===== src/rtl/dffers_pipe.sv =====
// rtl/dffers_pipe.sv - WIDTH x DEPTH elastic register pipeline with enable, set/flush and async reset
// Each stage advances when the next stage is empty or itself advancing.
module dffers_pipe #(
  parameter int               WIDTH   = 8,
  parameter int               DEPTH   = 4,
  parameter logic [WIDTH-1:0] SET_VAL = {WIDTH{1'b1}}
) (
  input  logic                       clk,
  input  logic                       R,
  input  logic                       S,
  input  logic                       E,
  input  logic                       in_valid,
  output logic                       in_ready,
  input  logic [WIDTH-1:0]           D,
  output logic                       out_valid,
  input  logic                       out_ready,
  output logic [WIDTH-1:0]           Q,
  output logic [$clog2(DEPTH+1)-1:0] count
);

  localparam int CW = $clog2(DEPTH+1);

  logic [WIDTH-1:0] data_q [DEPTH];
  logic [WIDTH-1:0] data_d [DEPTH];
  logic [DEPTH-1:0] v_q, v_d;
  logic [DEPTH-1:0] mv, ld;
  logic [CW-1:0]    count_q, count_d;
  logic             go, accept, emit;

  // Move chain resolves from the output end back toward stage 0.
  always_comb begin
    go = E & S & R;
    mv = '0;
    mv[DEPTH-1] = go & v_q[DEPTH-1] & out_ready;
    for (int i = DEPTH - 2; i >= 0; i--) begin
      mv[i] = go & v_q[i] & (~v_q[i+1] | mv[i+1]);
    end
    in_ready = go & (~v_q[0] | mv[0]);
    accept   = in_valid & in_ready;
    emit     = mv[DEPTH-1];
  end

  always_comb begin
    ld     = '0;
    ld[0]  = accept;
    for (int i = 1; i < DEPTH; i++) begin
      ld[i] = mv[i-1];
    end
    v_d = ld | (v_q & ~mv);
    for (int i = 0; i < DEPTH; i++) begin
      data_d[i] = data_q[i];
    end
    if (accept) data_d[0] = D;
    for (int i = 1; i < DEPTH; i++) begin
      if (ld[i]) data_d[i] = data_q[i-1];
    end
    case ({accept, emit})
      2'b10:   count_d = count_q + CW'(1);
      2'b01:   count_d = count_q - CW'(1);
      default: count_d = count_q;
    endcase
    // Flush wins over enable and handshake.
    if (!S) begin
      v_d     = '0;
      count_d = '0;
      for (int i = 0; i < DEPTH; i++) begin
        data_d[i] = SET_VAL;
      end
    end
  end

  always_ff @(posedge clk or negedge R) begin
    if (!R) begin
      v_q     <= '0;
      count_q <= '0;
      for (int i = 0; i < DEPTH; i++) begin
        data_q[i] <= '0;
      end
    end else begin
      v_q     <= v_d;
      count_q <= count_d;
      for (int i = 0; i < DEPTH; i++) begin
        data_q[i] <= data_d[i];
      end
    end
  end

  assign out_valid = v_q[DEPTH-1];
  assign Q         = data_q[DEPTH-1];
  assign count     = count_q;

endmodule


===== config.mk =====
export PLATFORM = sky130hd
export DESIGN_NAME = dffers_pipe
export DESIGN_NICKNAME = d
export VERILOG_FILES = /design/src/rtl/dffers_pipe.sv
export SDC_FILE = /design/constraint.sdc
export NUM_CORES = 1
export LEC_CHECK = 0
export ABC_AREA = 1
export CORE_MARGIN = 5
export CORE_UTILIZATION = 42
export DETAILED_ROUTE_END_ITERATION = 6
export PLACE_DENSITY = 0.64
export REMOVE_ABC_BUFFERS = 1
export SETUP_SLACK_MARGIN = 0.2
export SYNTH_ARGS = -nofsm -noshare
export SYNTH_HDL_FRONTEND = slang
export SYNTH_SLANG_ARGS = --single-unit

===== constraint.sdc =====
create_clock -name clk -period 5.4 [get_ports clk]
set_clock_uncertainty 0.2 [all_clocks]
set_input_delay 1.08 -clock clk [delete_from_list [all_inputs] [get_ports clk]]
set_output_delay 1.08 -clock clk [all_outputs]
set_load 0.1 [all_outputs]

==> results of run 1 <==
==> stage by stage <==
step	power (mW)	area, µm²	utilization, %
final	0.643	2090	51.8
after global routing	0.673	2090	51.8
after CTS	0.651	2090	51.8
after detailed placement	0.404	1970	48.9
after global placement	0.402	1970	48.9
after floorplan	0.370	1640	-
==> sequential cells by signal (all words and copies together), names as in the netlist <==
register / flops
Q: 8
count: 3
data_q: 24
v_q: 4
==> cells by family (layout without fill, tap and decap cells) <==
| logic type | after synthesis | after routing |
|---|---|---|
| simple gates | 45 | 45 |
| flops | 39 | 39 |
| buf+inv | 33 | 52 |
| fa+ha+maj | 1 | 1 |
| compound gates | 62 | 62 |
| xor+xnor | 1 | 1 |
==> power by group through the flow <==
stage               Sequential (mW)  Combinational (mW)  Clock (mW)
floorplan                     0.348              0.0220           0
global placement              0.316              0.0863           0
detailed placement            0.316              0.0874           0
CTS                           0.311              0.0877       0.252
global route                  0.312              0.0947       0.266
finish                        0.311              0.0865       0.246
==> placed cells by master (no fill, tap or decap), drive strengths merged, types with 2 or more instances in the layout <==
master / n
a21oi: 5
buf: 4
clkbuf: 6
clkdlybuf4s50: 24
clkinv: 2
dfrtp: 39
inv: 15
nand2: 18
nand3: 14
nand4: 3
nor2: 10
o211ai: 8
o21ai: 48
==> worst max-delay path by stage <==
stage / startpoint / end / slack [ns] / cells past startpoint
finish: S / in_ready / 1.45 / 7
global route: S / in_ready / 1.35 / 7
CTS: S / in_ready / 1.46 / 7
detailed placement: S / in_ready / 1.47 / 7
global placement: S / in_ready / 1.50 / 7
floorplan: out_ready / count[2] / 1.39 / 14
==> worst max-delay path: cells and delay by family <==
kind / cells / cell delay [ns]
AND/OR/NAND/NOR: 3 / 0.39
buffers and inverters: 3 / 1.01
AO/OA/AOI/OAI: 1 / 0.18
==> final cells by class <==
| cell class | count | area, µm² |
|---|---|---|
| clock inverters | 2 | 35.0 |
| inverters | 16 | 60.1 |
| well taps | 50 | 62.6 |
| flip-flops and latches | 39 | 976 |
| repair buffers | 28 | 268 |
| multi-input cells | 109 | 604 |
| clock buffers | 6 | 82.6 |
| fillers | 394 | 1940 |
==> Yosys cell counts <==
master    instances
buf_6             1
o21ai_1          11
o21ai_0          37
inv_1            12
nand4_1           3
o211ai_1          8
a41oi_2           1
buf_2             1
inv_2             3
clkinv_1          1
dfrtp_1          39
buf_4             9
nor2_2            1
nand3_4           2
fa_1              1
buf_1             1
a21oi_1           5
nor2_1            9
nand3_1          10
nand2_2           1
xnor2_1           1
nand3_2           2
nand2_1          17
clkbuf_1          5
==> per-layer routing <==
layer | wire length (µm) | GRT usage (%) | vias to the layer above
met3 | 194 | 5.41 | 6
met1 | 1490 | 17.2 | 569
met2 | 1430 | 20.2 | 27
met5 | 0 | 0 | -
met4 | 59 | 5.34 | 0
li1 | - | - | 647
==> summary.txt, run 1 <==
STA
  – WHS: 0.298 ns
  – Slew HR: between 30% and 40%
  – Max Fclk: around 0.25 GHz
  – Final hold vios: 0
  – Final Setup Violations: 0
  – RSZ-0062 raised after global routing: no
  – Tmin final: 3.95 ns
  – Final period util: between 70% and 80%
  – Max-slew violations: 0
  – Worst-margin pin slew: 1.00 ns
  – Post-route setup slack: 1.45 ns
  – Setup TNS Final: 0 ns

Clock network
  – Clk sinks: 39
  – Clk slew on worst S/H paths: 0.07 ns
  – CTS Hold Bufs: 0
  – CTS Buf Count: 5
  – Clk Latency, worst-skew pair: between 0.2 and 0.3 ns
  – TritonCTS clock tree: done
  – Root Buffer Master: clkbuf_8
  – CTS H-tree depth: 2
  – Clk buf depth: 2
  – Post-CTS Setup Bufs: 0
  – Post-cts resize count: 0

Detailed routing
  – Initial DRT Pass Iterations: 4
  – Post-Route WL: around 3200 µm
  – Vias per cell: 5.00
  – WL per Instance: 12.7 µm
  – DRC: 0
  – Antenna-violating nets left: 0
  – Vias: around 1200
  – Initial DRC count: 59

Setup path
  – Critical Path AT: 2.67 ns
  – Top cell by count, worst path: buf_4
  – CP Launch Type: primary input
  – R2R cell count: 14
  – Crit path kind: primary input to output port
  – R2R Setup Slk: 2.92 ns
  – CP max-delay cell: clkdlybuf4s50_1
  – CP Cell Sequence: clkdlybuf4s50_1, buf_4, nand3_2, nor2_2, nor2_1, a41oi_2, buf_4
  – CP Capture Type: output port
  – Worst r2r dst: count[2]
  – WP data required: 4.12 ns
  – Critical path's largest stage delay: 0.45 ns
  – Critical R2R Launch: v_q[3]
  – CP max FO: 22

Die
  – Rows: 23
  – Die Y: 74.5 µm
  – IO Pins: 27
  – Starting Density: 43.4%
  – Core ar.: 0.00403 mm²
  – Die Area: about 0.0055 mm²
  – Die X: between 70 and 80 µm

Layout
  – Inserted Diodes: 0
  – Layout area overhead: 19.6%
  – Post-layout nets: 214
  – Cell Count, Final, Fillers Out: 250
  – Share of cells above drive strength 1: between 10% and 20%

Job
  – Max-cap violations: 0

Logic synthesis
  – Mux share of post-synthesis cell area: 0%
  – YS warnings: 0
  – Synthesized area: 0.00175 mm²
  – Synth Area in Compound Gates: 19.6%
  – Simple-Gate Fraction of Synth Area: a little over an eighth
  – Synth Area in Adders: 1.15%
  – Largest family of logic cells by synthesized area: compound AO/OA/AOI/OAI gates
  – Top cell type by total area after synthesis: dfrtp_1
  – Yosys top cell area share: a little under three fifths
  – Seq/Total Area, Yosys: about 56%
  – Area contributors post-synth: dfrtp_1 56%, o21ai_0 11%, buf_4 3.9%, nand2_1 3.7%, o211ai_1 3.4%
  – Syn Area/Cell: 9.65 µm²
  – Cell count after synthesis: roughly 180
  – Post-Synth XOR/XNOR Area: less than 1%
  – Synthesized flop and latch total: 39
  – Yosys cell types: 24

Global route
  – Vias in the first global route: between 1000 and 1500
  – Total GRT Usage: between 10% and 20%
  – Largest net degree at the start of global routing: 40
  – Antenna violations before repair: 0
  – Final global-route overflow total: 0
  – First-pass GRT wire length: 5580 µm

Power
  – Sequential share of power: between 40% and 50%
  – Leakage Power: 0.840 nW
  – Clk pwr share: between 30% and 40%
  – Switching fraction of total power: 25.6%
  – Combinational Power Share: a little over an eighth
  – Psw: 0.165 mW
  – Maximum vdd drop: 0.159 mV
  – PwrDens: 308 mW/mm²
  – Int Pwr: 0.479 mW

Hold path
  – Hold path start: data_q[17]
  – Hold path depth: 2
  – Worst Hold End: data_q[9]
  – Worst hold path class: register to register

Placed design
  – IO Port Bufs: 26
  – Placed cell count: 242
  – Worst slack at placement: roughly 1.5 ns
  – GPL Wtd Cong: around 0.8
  – DP HPWL: 2170 µm

Run status
  – Status: finished clean
(Power assumes the default switching activity.)
==> run 2, diff against run 1 <==
==> constraint.sdc (replaced) <==
create_clock -name clk -period 4.1 [get_ports clk]
set_clock_uncertainty 0.2 [all_clocks]
set_input_delay 0.82 -clock clk [delete_from_list [all_inputs] [get_ports clk]]
set_output_delay 0.82 -clock clk [all_outputs]
set_load 0.1 [all_outputs]
==> summary.txt, run 2 (synthesis gave the netlist of run 1 again) <==
Global route
  – Gr busiest metal: met2
  – Met3 Use GR: approximately 4.5%
  – M1 GR Usage: 18.1%
  – Antenna violations before repair: 0
  – Met2 Usage GRT: 20.4%
  – Largest net degree at the start of global routing: 40
  – Total GRT Usage: between 10 and 15%
  – First-pass GRT wire length: 5620 µm
  – Vias in the first global route: 1184
  – Final global-route overflow total: 0

Job
  – Max-cap violations: 0

Layout
  – Commonest cells after routing, fill and taps aside: 39 x dfrtp_1, 37 x o21ai_0, 24 x clkdlybuf4s50_1
  – Inserted Diodes: 0
  – Footprint of the multi-input gates: around 600 µm²
  – Layout area overhead: 19.4%
  – Share of cells above drive strength 1: 10.1%
  – Register area: 976 µm²
  – FILL cells: 388
  – Most common cell after layout, fill and taps aside: dfrtp_1
  – Post-layout nets: 214
  – Top reg by flops: data_q
  – Max FFs per register: 24

Power
  – PwrDens: between 300 and 400 mW/mm²
  – Switching fraction of total power: 26.2%
  – Leakage Power: 0.833 nW
  – Maximum vdd drop: approximately 0.2 mV
  – Int Pwr: 0.613 mW
  – Psw: 0.217 mW
  – Sequential share of power: 49.2%
  – Combinational Power Share: 14.0%
  – Clk pwr share: 36.8%
  – Pwr Total: 0.830 mW

Clock network
  – TritonCTS clock tree: done
  – Post-CTS Setup Bufs: 0
  – Clk sinks: 39
  – Root Buffer Master: clkbuf_8
  – CTS H-tree depth: 2
  – Clk Latency, worst-skew pair: around 0.29 ns
  – CTS Hold Bufs: 0
  – Clk buf depth: 2
  – Post-cts resize count: 0
  – CTS Buf Count: 5
  – Clk slew on worst S/H paths: around 0.070 ns

Setup path
  – R2R Setup Slk: 1.52 ns
  – Worst r2r dst: count[2]
  – CP max FO: 6
  – R2R cell count: 14
  – Critical Path AT: 3.28 ns
  – Crit path kind: primary input to register
  – CP Capture Type: register
  – WP data required: approximately 4.1 ns
  – Critical R2R Launch: v_q[3]
  – CP Launch Type: primary input

Detailed routing
  – Initial DRT Pass Iterations: 4
  – DRC: 0
  – Post-Route WL: 3250 µm
  – Antenna-violating nets left: 0
  – Vias per cell: 5.15
  – WL per Instance: 13.1 µm
  – Initial DRC count: 87
  – Vias: 1283

STA
  – Final Setup Violations: 0
  – Slew HR: 35.0%
  – Setup TNS Final: 0 ns
  – Final hold vios: 0
  – RSZ-0062 raised after global routing: no
  – Max Fclk: 0.304 GHz
  – Post-route setup slack: 0.806 ns
  – Max-slew violations: 0
  – Final period util: 80.3%
  – Worst-margin pin slew: between 0.9 and 1 ns
  – Tmin final: 3.29 ns

Hold path
  – Worst hold path class: register to register
  – Hold path depth: 2
  – Worst Hold End: data_q[8]
  – Hold path start: data_q[16]

Die
  – Starting Density: 43.4%
  – IO Pins: 27
  – Die Y: 74.5 µm
  – Core ar.: 0.00403 mm²
  – Rows: 23
  – Die Area: 0.00555 mm²
  – Die X: 74.5 µm

Run status
  – Status: finished clean

Placed design
  – IO Port Bufs: 26
  – Worst slack at placement: 0.528 ns
  – GPL Wtd Cong: roughly 0.88
  – DP HPWL: 2270 µm
## run 2: cell types whose count changed in the layout (fill, tap and decap cells not counted)
cell	change
buf_12	+1
clkbuf_1	+1
clkbuf_8	-1
clkinv_2	-1
buf_4	-1
## run 2: worst max-delay path: stages
cell and delay (ns):
clkdlybuf4s50_1 0.52, nand3_2 0.12, nor2_2 0.14, nor2_1 0.09, a41oi_2 0.24, nand2_1 0.18
nand2_1 0.20, inv_1 0.08, fa_1 0.38, xnor2_1 0.21, inv_1 0.06, nand2_1 0.06
nand2_1 0.06, nand2_1 0.06, nand2_1 0.05
## run 2: per-stage QoR
stage / util (%) / instances / hold slack (ns) / instance area, µm²
global placement: 49.2 / 242 / 0.284 / 1980
finish: 51.8 / 249 / 0.298 / 2090
global route: 51.8 / 249 / 0.321 / 2090
floorplan: - / 164 / 0.259 / 1640
CTS: 51.8 / 249 / 0.299 / 2090
detailed placement: 49.2 / 242 / 0.280 / 1980
## run 2: cell type report
class                           instances  share of cell area (%)
Inverter                               16                    2.88
Sequential cell                        39                    46.8
Multi-Input combinational cell        109                    29.0
Clock inverter                          1                    1.44
Timing Repair Buffer                   28                    13.4
Clock buffer                            6                    3.48
Tap cell                               50                    3.00
## run 2: worst max-delay path by stage
stage	from	to	slack (ns)	depth (start not counted)
6_report	S	count[2]	0.81	15
5_1_grt	S	count[2]	0.53	15
4_1_cts	S	count[2]	0.82	15
3_5_place_dp	S	count[2]	0.53	15
3_3_place_gp	S	count[2]	0.66	15
2_1_floorplan	v_q[3]	count[2]	0.14	14
## run 2: routing by layer
layer | part of all wire [%] | vias to the layer above
met5 | 0 | -
met4 | 1.6 | 0
met3 | 4.8 | 6
met2 | 45 | 20
met1 | 48 | 610
li1 | - | 647
## run 2: power by group through the flow
| stage | sequential [mW] | clock, mW | combinational, mW |
|---|---|---|---|
| 2_1_floorplan | 0.458 | 0 | 0.0289 |
| 3_3_place_gp | 0.416 | 0 | 0.116 |
| 3_5_place_dp | 0.416 | 0 | 0.117 |
| 4_1_cts | 0.409 | 0.313 | 0.118 |
| 5_1_grt | 0.410 | 0.330 | 0.126 |
| 6_report | 0.409 | 0.306 | 0.116 |
